<file path="config.mk">
export PLATFORM = sky130hd
export DESIGN_NAME = pipeline_stall_ctrl
export DESIGN_NICKNAME = d
export VERILOG_FILES = /design/src/rtl/pipeline_ctrl_pkg.sv /design/src/rtl/sat_counter.sv /design/src/rtl/pipeline_stall_ctrl.sv
export SDC_FILE = /design/constraint.sdc
export NUM_CORES = 1
export LEC_CHECK = 0
export BUFFER_PORTS_ARGS = -buffer_cell sky130_fd_sc_hd__buf_2
export CORE_UTILIZATION = 49
export CTS_BUF_LIST = sky130_fd_sc_hd__clkbuf_8
export DETAILED_ROUTE_END_ITERATION = 7
export PLACE_DENSITY = 0.87
export SYNTH_ARGS = -nofsm -noshare
export SYNTH_HDL_FRONTEND = slang
export SYNTH_HIERARCHICAL = 1
export SYNTH_SLANG_ARGS = --single-unit
</file>
<file path="constraint.sdc">
create_clock -name clk -period 2 [get_ports clk]
set_input_delay 0.2 -clock clk [delete_from_list [all_inputs] [get_ports clk]]
set_output_delay 0.2 -clock clk [all_outputs]
set_load 0.1 [all_outputs]
</file>
<file path="src/rtl/pipeline_ctrl_pkg.sv">
// Shared definitions for the pipeline hazard/stall controller.
// Holds the FSM state encoding, the default branch latency and counter widths.
package pipeline_ctrl_pkg;

  typedef enum logic [1:0] {
    RUN      = 2'd0,
    BR_WAIT  = 2'd1,
    MEM_WAIT = 2'd2
  } ctrl_state_t;

  localparam int BRANCH_LAT_DEF = 2;
  localparam int STALL_CNT_W    = 16;
  localparam int BR_CNT_W       = 3;

endpackage

</file>
<file path="src/rtl/sat_counter.sv">
// Up-counter that sticks at all-ones instead of wrapping.
// Counts one per clock while en is high; cleared asynchronously by rst_n.
module sat_counter #(
  parameter int WIDTH = 16
) (
  input  logic             clk,
  input  logic             rst_n,
  input  logic             en,
  output logic [WIDTH-1:0] count
);

  function automatic logic [WIDTH-1:0] sat_inc(input logic [WIDTH-1:0] v);
    return (&v) ? v : v + 1'b1;
  endfunction

  always_ff @(posedge clk or negedge rst_n) begin
    if (!rst_n) begin
      count <= '0;
    end else if (en) begin
      count <= sat_inc(count);
    end
  end

endmodule

</file>
<file path="src/rtl/pipeline_stall_ctrl.sv">
// Stall/flush/redirect controller for a 5-stage pipeline: handles load-use
// bubbles, multi-cycle branch resolution and data-memory wait states.
module pipeline_stall_ctrl
  import pipeline_ctrl_pkg::*;
#(
  parameter int BRANCH_LAT = BRANCH_LAT_DEF
) (
  input  logic        clk,
  input  logic        rst_n,
  input  logic        LoadUseHazD,
  input  logic        BranchD,
  input  logic        BranchTakenE,
  input  logic        MemReqM,
  input  logic        MemReadyM,
  output logic        StallF,
  output logic        StallD,
  output logic        StallE,
  output logic        StallM,
  output logic        FlushD,
  output logic        FlushE,
  output logic        RedirectF,
  output logic [1:0]  CtrlState,
  output logic [15:0] StallCount
);

  localparam logic [BR_CNT_W-1:0] BR_LOAD = BR_CNT_W'(BRANCH_LAT - 1);

  ctrl_state_t         state, state_nxt;
  ctrl_state_t         ret, ret_nxt;
  logic [BR_CNT_W-1:0] cnt, cnt_nxt;

  logic stall_f, stall_d, stall_e, stall_m;
  logic flush_d, flush_e, redirect_f;
  logic mem_wait;

  assign mem_wait = MemReqM & ~MemReadyM;

  always_ff @(posedge clk or negedge rst_n) begin
    if (!rst_n) begin
      state <= RUN;
      ret   <= RUN;
      cnt   <= '0;
    end else begin
      state <= state_nxt;
      ret   <= ret_nxt;
      cnt   <= cnt_nxt;
    end
  end

  always_comb begin
    state_nxt  = state;
    ret_nxt    = ret;
    cnt_nxt    = cnt;
    stall_f    = 1'b0;
    stall_d    = 1'b0;
    stall_e    = 1'b0;
    stall_m    = 1'b0;
    flush_d    = 1'b0;
    flush_e    = 1'b0;
    redirect_f = 1'b0;
    case (state)
      RUN: begin
        if (mem_wait) begin
          {stall_f, stall_d, stall_e, stall_m} = 4'b1111;
          state_nxt = MEM_WAIT;
          ret_nxt   = RUN;
        end else if (BranchD) begin
          stall_f   = 1'b1;
          state_nxt = BR_WAIT;
          cnt_nxt   = BR_LOAD;
        end else if (LoadUseHazD) begin
          stall_f = 1'b1;
          stall_d = 1'b1;
          flush_e = 1'b1;
        end
      end
      BR_WAIT: begin
        // A memory wait pre-empts resolution; cnt is left untouched so the
        // branch picks up where it was once the wait clears.
        if (mem_wait) begin
          {stall_f, stall_d, stall_e, stall_m} = 4'b1111;
          state_nxt = MEM_WAIT;
          ret_nxt   = BR_WAIT;
        end else if (cnt != '0) begin
          stall_f = 1'b1;
          flush_d = 1'b1;
          cnt_nxt = cnt - 1'b1;
        end else begin
          flush_d    = 1'b1;
          redirect_f = BranchTakenE;
          state_nxt  = RUN;
        end
      end
      MEM_WAIT: begin
        if (!MemReadyM) begin
          {stall_f, stall_d, stall_e, stall_m} = 4'b1111;
        end else begin
          state_nxt = ret;
        end
      end
      default: state_nxt = RUN;
    endcase
  end

  // Outputs are forced low for the whole reset interval, independent of clk.
  assign StallF    = rst_n & stall_f;
  assign StallD    = rst_n & stall_d;
  assign StallE    = rst_n & stall_e;
  assign StallM    = rst_n & stall_m;
  assign FlushD    = rst_n & flush_d;
  assign FlushE    = rst_n & flush_e;
  assign RedirectF = rst_n & redirect_f;
  assign CtrlState = state;

  sat_counter #(
    .WIDTH (STALL_CNT_W)
  ) u_stall_cnt (
    .clk   (clk),
    .rst_n (rst_n),
    .en    (StallF),
    .count (StallCount)
  );

endmodule
</file>
==> results.yml <==
outcome:
  status: "finished with violations"
  violations: "setup timing"
global_routing:
  antenna_found_initial: 0
  grt_pass1_vias: 1040
  grtUsageTotal_pct: 25.7
  grt_pass1_wl_mm: 5.18
  grt_start_max_net_pins: 15
  globalRoute.totalOverflow: 0
worst_setup_path:
  worstPathCellList: "inv_1 > ha_4 > ha_4 > a211oi_4 > o21a_4 > buf_12 > inv_6 > nor2_4 > nand4_1 > mux2_2"
  slowest_stage: "dfrtp_1"
  required_ns: 2.15
  r2r-start: "cnt[1]$_DFFE_PN0P_"
  cp-start-kind: "flop"
  critPathMaxFanout: 4
  worstPathArrival_ns: 2.18
  cp-end-kind: "flop"
  max_stage_delay_ns: 0.37
  worst-setup-path-type: "flop to flop"
  rr_worst_depth: 10
  crit_top_cell: "ha_4"
  critPathLaunch: "cnt[1]$_DFFE_PN0P_"
sta:
  fin_setup_tns_ns: -0.0735
  finalHoldViolCount: 0
  maxSlewViolCount: 0
  max_freq_ghz: 0.491
  timing.final.ws_setup_ns: -0.0350
  maxSlewHeadroom_pct: 56.7
  fin_crit_ns: 2.03
  fin_skew_ns: 0.00693
  finalCritPeriodShare_pct: 102
  grt_setup_unrepaired: "yes"
  tightest_slew_ns: 0.648
  setup_viol: 4
  timing.hold.ws_ns: 0.175
logic_synthesis:
  seq_area_frac_synth_pct: 42.7
  synth_edf_count: 0
  yosys.area.top_type: "dfrtp_1"
  syn_avg_cell_area_um2: 10.2
  yosys_warnings: 6
  synth_top_area_share_pct: 42.7
  synthTopCellsByArea: "dfrtp_1 43%, xnor2_1 6.1%, mux2_2 5.2%, nand2_1 3.2%, ha_1 2.9%"
  synth_area_um2: 1290
  yosysUniqueCellTypes: 41
  synth_top_flop_cell: "dfrtp_1"
  synthArstFlopShare_pct: 100
  synth_cells: 127
  syn_nets: 137
  synth-seq-cells: 22
run:
  drv_cap: 0
die:
  die_area_um2: 2840
  rows: 18
  start_util_pct: 52.1
  die_h_um: 53.3
  core_area_um2: 2480
  die_w_um: 53.3
  ios: 32
routing:
  ant_nets: 0
  drc_errors: 0
  drt-vias-per-instance: 5.90
  wl_per_cell_um: 17.5
  drt-total-wl_mm: 3.44
  drtIter0Drc: 35
  num_vias: 1162
  first_pass_iters: 4
hold_path:
  min-delay-start: "MemReadyM"
  hold_class: "input pin to flop"
  hold_depth: 2
layout:
  antenna_cells: 0
  drive_gt1_share_pct: 58.1
  area_growth_pct: 44.7
  final_nets: 178
  fin_cells: 197
  fin_util_pct: 75.4
clocking:
  clk_pin_slew_ns: 0.08
  tritoncts: "built"
  clk_latency_ns: 0.26
  root_buffer: "clkbuf_8"
  cts_sinks: 22
  clk_path_buf_depth: 2
  cts_made_buffers: 3
  ctsHtreeMaxLevel: 1
placed_design:
  dp_hpwl_mm: 2.20
  dp.cells: 187
  place_congestion: 0.788
  port_buffers: 31
power:
  clkPwrFrac_pct: 15.0
  switching_share_pct: 50.4
  ir_worst_vdd_mv: 1.51
  seqPwrFrac_pct: 29.0
  combPwrFrac_pct: 56.0
  intPower_w: 0.00136
  p_switching_w: 0.00138
  power_density_nw_per_um2: 1470
  p_leak_nw: 0.750
## logic make-up after synthesis
kind of cell               after synthesis  share of synthesized area (%)
AOI/OAI and AO/OA                       18                           11.8
xor gates and xnor gates                11                           7.47
adders and majority gates                3                           2.91
buffers and inverters                   10                           4.75
DFF                                     22                           42.7
muxes                                    8                           7.27
and+or+nand+nor                         55                           23.1
## routing by layer
layer / vias to the layer above / share of wire [%] / track usage [%]
met5: - / 0 / 0
met3: 4 / 4.8 / 4.02
met2: 42 / 52 / 42.3
met1: 585 / 42 / 35.4
li1: 531 / - / -
met4: 0 / 0.84 / 4.82
## per-stage QoR
step | total power, W | cell area (um^2) | setup WS [ns]
after global routing | 0.00287 | 1870 | -0.0925
after global placement | 0.00210 | 1670 | 0.133
after CTS | 0.00262 | 1790 | 0.0182
after detailed placement | 0.00214 | 1670 | 0.0695
after floorplan | 0.00189 | 1450 | -0.222
final | 0.00274 | 1870 | -0.0350
## power groups by stage
stage | Clock, W | Combinational (W) | Sequential [W]
final | 0.000412 | 0.00153 | 0.000795
after global routing | 0.000438 | 0.00161 | 0.000819
after global placement | 0 | 0.00132 | 0.000778
after detailed placement | 0 | 0.00135 | 0.000794
after floorplan | 0 | 0.000637 | 0.00125
after CTS | 0.000418 | 0.00142 | 0.000784
## critical path: cells and delay by family, from the launching register on
| family | cells | cell delay (ns) |
|---|---|---|
| buffers and inverters | 3 | 0.21 |
| adder cells (fa/ha/maj) | 2 | 0.33 |
| AND/OR/NAND/NOR | 2 | 0.24 |
| AO/OA/AOI/OAI | 2 | 0.47 |
| flip-flops | 1 | 0.37 |
| multiplexers | 1 | 0.30 |
## synthesized netlist by cell type, types with 3 or more instances
master / number
nor3_1: 6
o211ai_1: 4
mux2_2: 6
nor2_1: 10
a21oi_1: 3
nand2_1: 11
nand3_1: 7
nand4_1: 3
ha_1: 3
xnor2_1: 9
inv_1: 5
dfrtp_1: 22
## flip-flops by register name, summed over array words and instances (netlist names)
name               cells
ret                    1
cnt                    3
CtrlState              2
u_stall_cnt/count     16
## cells in the final DEF, fill, tap and decap left out, types with 3 or more instances in the layout
| master | netlist | layout |
|---|---|---|
| a21oi_1 | 3 | 3 |
| buf_12 | 0 | 4 |
| buf_2 | 1 | 25 |
| buf_4 | 2 | 5 |
| clkbuf_4 | 0 | 3 |
| clkbuf_8 | 0 | 3 |
| dfrtp_1 | 22 | 4 |
| dfrtp_2 | 0 | 4 |
| dfrtp_4 | 0 | 14 |
| ha_4 | 0 | 3 |
| inv_1 | 5 | 3 |
| mux2_2 | 6 | 6 |
| nand2_1 | 11 | 11 |
| nand3_1 | 7 | 6 |
| nand4_1 | 3 | 3 |
| nor2_1 | 10 | 7 |
| nor2_4 | 0 | 3 |
| nor3_1 | 6 | 3 |
| o211ai_1 | 4 | 4 |
| xnor2_1 | 9 | 9 |
## layout make-up
class | count | area [um^2]
Fill cell | 175 | 611
Inverter | 5 | 23.8
Clock inverter | 1 | 30.0
Timing Repair Buffer | 41 | 308
Sequential cell | 22 | 608
Tap cell | 30 | 37.5
Multi-Input combinational cell | 95 | 818
Clock buffer | 3 | 41.3
## timing repair
item,4_1_cts,5_1_grt
cloned,0,0
hold buffers,2,0
resized for setup,2,13
hold endpoints to repair,14,0
pin swaps,2,6
buffers inserted,2,2
endpoints found under the setup margin,5,11
## path summary, 6_finish.rpt
path                                                      to  slack (ns)
hold / removal                      CtrlState[1]$_DFFE_PN0P_        0.18
setup reg to reg           u_stall_cnt/count[15]$_DFFE_PN0P_       -0.03
min in group asynchronous   u_stall_cnt/count[3]$_DFFE_PN0P_        0.52
max in group asynchronous           CtrlState[0]$_DFFE_PN0P_        0.35
hold reg to reg            u_stall_cnt/count[14]$_DFFE_PN0P_        0.51
setup / recovery           u_stall_cnt/count[15]$_DFFE_PN0P_       -0.03
(Power assumes the default switching activity.)
